[config.mk]
export PLATFORM = sky130hd
export DESIGN_NAME = mem_read_streamer
export DESIGN_NICKNAME = d
export VERILOG_FILES = /design/src/rtl/mem_read_streamer.sv
export SDC_FILE = /design/constraint.sdc
export NUM_CORES = 1
export LEC_CHECK = 0
export CELL_PAD_IN_SITES_DETAIL_PLACEMENT = 0
export CELL_PAD_IN_SITES_GLOBAL_PLACEMENT = 1
export CORE_ASPECT_RATIO = 0.75
export CORE_MARGIN = 8
export CORE_UTILIZATION = 41
export DETAILED_ROUTE_END_ITERATION = 8
export MAX_ROUTING_LAYER = met4
export PLACE_DENSITY_LB_ADDON = 0.2
export SYNTH_ARGS = -nofsm -noshare
export SYNTH_HDL_FRONTEND = slang
export SYNTH_SLANG_ARGS = --single-unit
export TNS_END_PERCENT = 30
[constraint.sdc]
create_clock -name clk -period 3.3 [get_ports clk]
set_input_delay 0.66 -clock clk [delete_from_list [all_inputs] [get_ports clk]]
set_output_delay 0.66 -clock clk [all_outputs]
set_load 0.01 [all_outputs]
[src/rtl/mem_read_streamer.sv]
// Read sequencer for the scratchpad: issues a wrapping burst of synchronous reads,
// absorbs the one-cycle read latency in a 2-entry FIFO and streams words out on valid/ready.
module mem_read_streamer #(
  parameter int unsigned ADDR_WIDTH = 4,
  parameter int unsigned DATA_WIDTH = 32
) (
  input  logic                  clk,
  input  logic                  rst,
  input  logic                  start,
  input  logic [ADDR_WIDTH-1:0] base_addr,
  input  logic [ADDR_WIDTH:0]   length,
  output logic                  busy,
  output logic                  done,
  output logic [ADDR_WIDTH-1:0] mem_addr,
  output logic                  mem_read_enable,
  input  logic [DATA_WIDTH-1:0] mem_data_out,
  output logic                  out_valid,
  output logic [DATA_WIDTH-1:0] out_data,
  input  logic                  out_ready
);

  localparam int unsigned LW = ADDR_WIDTH + 1;

  typedef enum logic [1:0] {IDLE, ISSUE, DRAIN, DONE} state_t;

  state_t                state, state_next;
  logic [ADDR_WIDTH-1:0] rd_addr;
  logic [LW-1:0]         issue_left, out_left;
  logic                  pending;
  logic [DATA_WIDTH-1:0] fifo_mem [2];
  logic                  rd_ptr, wr_ptr;
  logic [1:0]            count;
  logic                  pop, push, rd_fire;
  logic [2:0]            occ_after_pop;

  assign out_valid = (count != 2'd0);
  assign out_data  = fifo_mem[rd_ptr];
  assign pop       = out_valid & out_ready;
  assign push      = pending;
  assign mem_addr  = rd_addr;
  assign busy      = (state == ISSUE) || (state == DRAIN);
  assign done      = (state == DONE);

  always_comb begin
    state_next      = state;
    rd_fire         = 1'b0;
    mem_read_enable = 1'b0;
    // Occupancy the buffer will have once this cycle's pop leaves and the in-flight read lands.
    occ_after_pop   = {1'b0, count} + {2'b00, pending} - {2'b00, pop};
    case (state)
      IDLE: begin
        if (start) state_next = (length != '0) ? ISSUE : DONE;
      end
      ISSUE: begin
        if ((issue_left != '0) && (occ_after_pop < 3'd2)) begin
          rd_fire         = 1'b1;
          mem_read_enable = 1'b1;
          if (issue_left == LW'(1)) state_next = DRAIN;
        end
      end
      DRAIN: begin
        if (pop && (out_left == LW'(1))) state_next = DONE;
      end
      DONE: state_next = IDLE;
      default: state_next = IDLE;
    endcase
  end

  always_ff @(posedge clk) begin
    if (rst) begin
      state      <= IDLE;
      rd_addr    <= '0;
      issue_left <= '0;
      out_left   <= '0;
      pending    <= 1'b0;
      count      <= '0;
      rd_ptr     <= 1'b0;
      wr_ptr     <= 1'b0;
      for (int unsigned i = 0; i < 2; i++) fifo_mem[i] <= '0;
    end else begin
      state   <= state_next;
      pending <= rd_fire;
      if ((state == IDLE) && start) begin
        rd_addr    <= base_addr;
        issue_left <= length;
        out_left   <= length;
      end
      if (rd_fire) begin
        rd_addr    <= rd_addr + ADDR_WIDTH'(1);
        issue_left <= issue_left - LW'(1);
      end
      // Handshakes already occur while still issuing, so out_left tracks every pop.
      if (pop) begin
        out_left <= out_left - LW'(1);
        rd_ptr   <= ~rd_ptr;
      end
      if (push) begin
        fifo_mem[wr_ptr] <= mem_data_out;
        wr_ptr           <= ~wr_ptr;
      end
      case ({push, pop})
        2'b10:   count <= count + 2'd1;
        2'b01:   count <= count - 2'd1;
        default: count <= count;
      endcase
      assert (!(push && !pop && (count == 2'd2)));
    end
  end

endmodule

==> impl_metrics.env, run 1 <==
export IMPL_outcome="complete, no violations"
export IMPL_grt_pass1_wl_um=14900
export IMPL_area_delta_synth_final_pct=32.7
export IMPL_cts_buffer_depth=2
export IMPL_max_stage_delay_ns=0.42
export IMPL_async_flop_share_pct=0
export IMPL_ys_ff_latch=86
export IMPL_critPathLaunchType="input pin"
export IMPL_ys_warn_count=0
export IMPL_htreeDepth=3
export IMPL_holdPathStages=2
export IMPL_synth_top_cells_by_count="and2_1 (64), edfxtp_1 (64), mux2_2 (33)"
export IMPL_path_class="input pin to output port"
export IMPL_synth_cell_type_count=52
export IMPL_crit_fanout=3
export IMPL_worstMarginPinSlew_ns=0.821
export IMPL_cp_slowest_cell="fa_1"
export IMPL_die_w_um=132
export IMPL_crit_chain="dlygate4sd2_1 > and3b_1 > or2_2 > nand2_2 > fa_1 > and2_2 > nand3_2 > inv_2 > dlygate4sd2_1"
export IMPL_finalWeightedCongestion=0.797
export IMPL_cp_arrival_ns=2.50
export IMPL_hpwl_um=6470
export IMPL_wl_per_cell_um=16.5
export IMPL_drive_gt1_share_pct=19.2
export IMPL_ys_seq_area_share_pct=57.0
export IMPL_cts_root_buf="clkbuf_16"
export IMPL_crit_top_cell="dlygate4sd2_1"
export IMPL_hold_class="flop to flop"
export IMPL_grt_pass1_vias=2916
export IMPL_cap_violations=0
export IMPL_maxSlewHeadroom_pct=45.3
export IMPL_worstSetupEndpointType="output port"
export IMPL_min_period_ns=3.16
export IMPL_netlist_top_cells_area="edfxtp_1 (46%), dfxtp_1 (11%), and2_1 (9.7%), mux2_2 (9.0%), ha_1 (3.0%)"
export IMPL_vdd_drop_max_mv=0.238
export IMPL_synth_fp_nets=384
export IMPL_register_area_um2=2360
export IMPL_finalHoldViolations=0
export IMPL_fmax_mhz=317
export IMPL_drc_errors=0
export IMPL_finClkSkew_ns=0.00796
export IMPL_netlist_area_um2=4150
export IMPL_r2r_end="state[1]"
export IMPL_multiInputGateArea_um2=1630
export IMPL_dieArea_um2=13600
export IMPL_via_per_inst=5.15
export IMPL_clk_pin_slew_ns=0.06
export IMPL_rsz0062_at_grt="no"
export IMPL_num_io_pins=85
export IMPL_ant_nets=0
export IMPL_finish_utilization_pct=56.5
export IMPL_clock_sinks=86
export IMPL_cp_required_ns=2.64
export IMPL_n_antenna_cell=0
export IMPL_antenna_found_initial=0
export IMPL_rr_startpoint="count[0]"
export IMPL_num_rows=31
export IMPL_p_per_area_nw_per_um2=680
export IMPL_cts_buffers=9
export IMPL_vias=2878
export IMPL_cts_tree="done"
export IMPL_first_pass_iters=6
export IMPL_fin_crit_sh_pct=95.7
export IMPL_core_um2=9740
export IMPL_power_mw=3.74
export IMPL_p_leak_nw=2.05
export IMPL_finalSetupViolCount=0
export IMPL_grt_overflow=0
export IMPL_fillers=831
export IMPL_synth_flop_cell="edfxtp_1"
export IMPL_grt_max_degree=33
export IMPL_hp_start="out_left[3]"
export IMPL_worstHoldEndpoint="out_left[3]"
export IMPL_insertion_delay_ns=0.33
export IMPL_rrSetupSlack_ns=0.80
export IMPL_reg2reg_depth=9
export IMPL_syn_mean_instance_area_um2=12.6
export IMPL_die_h_um=103
export IMPL_slew_violations=0
export IMPL_start_util_pct=42.6
export IMPL_routed_wl_um=9240
export IMPL_drtIter0Drc=132
export IMPL_synthCells=328
export IMPL_grtUsageTotal_pct=14.4
export IMPL_synth_top_area_cell="edfxtp_1"
export IMPL_synth_top_area_share_pct=46.4
export IMPL_synth_edf_count=64
export IMPL_port_buffers=84
export IMPL_layout_nets=478
[area by class of cell]
cell class / instances / share of cell area [%]
sequential: 86 / 42.9
multi-input combinational: 212 / 29.6
timing repair buffer: 102 / 17.7
clock buffer: 9 / 4.09
tap: 132 / 3.00
clock inverter: 7 / 1.96
inverter: 11 / 0.751
[registers in the layout, summed over array words and instances, names as in the netlist, named ones only]
register and count:
pending 1, mem_addr 4, wr_ptr 1, count 2, rd_ptr 1, issue_left 5
state 2, fifo_mem 64, out_left 5
[worst max-delay path, delay by kind of cell]
| kind | cells | cell delay [ns] |
|---|---|---|
| buf+inv | 3 | 0.56 |
| simple gates | 5 | 0.86 |
| fa+ha+maj | 1 | 0.42 |
[stage by stage]
stage / setup WS, ns / cell area, um2 / TNS [ns] / cells / hold slack, ns
2_1_floorplan: 0.524 / 4150 / 0 / 328 / 0.455
3_3_place_gp: -0.238 / 5160 / -0.238 / 542 / 0.471
3_5_place_dp: -0.258 / 5160 / -0.258 / 542 / 0.489
4_1_cts: 0.134 / 5500 / 0 / 559 / 0.498
5_1_grt: 0.0675 / 5500 / 0 / 559 / 0.539
6_report: 0.141 / 5500 / 0 / 559 / 0.497
[cell families after synthesis]
logic type	after synthesis	share of synthesized area, %
and+or+nand+nor	118	16.7
DFF	86	57.0
muxes	35	9.48
adders and majority gates	11	3.50
AOI/OAI and AO/OA	44	8.24
buffers and inverters	30	4.08
xor gates and xnor gates	4	1.03
[worst max path at each step]
| stage | depth (start not counted) | end | start | slack, ns |
|---|---|---|---|---|
| 5_1_grt | 9 | mem_read_enable | out_ready | 0.07 |
| 3_5_place_dp | 9 | mem_read_enable | out_ready | -0.26 |
| 6_report | 9 | mem_read_enable | out_ready | 0.14 |
| 3_3_place_gp | 9 | mem_read_enable | out_ready | -0.24 |
| 4_1_cts | 9 | mem_read_enable | out_ready | 0.13 |
| 2_1_floorplan | 8 | mem_read_enable | out_ready | 0.52 |
[per-layer routing]
layer  vias to the layer above  track usage (%)  part of all wire, %
met4                         0             5.10                  1.2
met5                         -                -                    0
met3                        12             3.65                  6.1
met1                      1403             17.9                   48
li1                       1371                -                    -
met2                        92             22.4                   45
[what timing repair did]
item,4_1_cts,5_1_grt
gates resized for setup,3,0
hold buffers,0,0
setup endpoints to repair,1,0
buffers inserted,1,0
[power breakdown]
part / internal [mW] / switching (mW) / total, mW / leakage, nW
sequential: 1.35 / 0.106 / 1.45 / 0.844
combinational: 0.612 / 0.579 / 1.19 / 1.05
clock: 0.674 / 0.423 / 1.10 / 0.163
[layout by cell type, fill, tap and decap left out, drive strengths merged, types with 8 or more instances in the layout]
cell type / synthesis / final
mux2: 34 / 34
clkbuf: 8 / 9
nor2: 13 / 13
buf: 11 / 18
ha: 10 / 10
and2: 65 / 65
nand2: 8 / 8
dfxtp: 22 / 22
inv: 11 / 13
edfxtp: 64 / 64
clkdlybuf4s50: 0 / 82
nand3: 9 / 9
(Power assumes the default switching activity.)
==> inputs of run 2 (changes only) <==
--- a/config.mk
+++ b/config.mk
@@ -11,6 +11,7 @@
 export CORE_MARGIN = 8
 export CORE_UTILIZATION = 41
 export DETAILED_ROUTE_END_ITERATION = 8
+export HOLD_SLACK_MARGIN = 0.1
 export MAX_ROUTING_LAYER = met4
 export PLACE_DENSITY_LB_ADDON = 0.2
 export SYNTH_ARGS = -nofsm -noshare
==> results of run 2 <==
Final layout, timing and power as in run 1 (identical DEF).
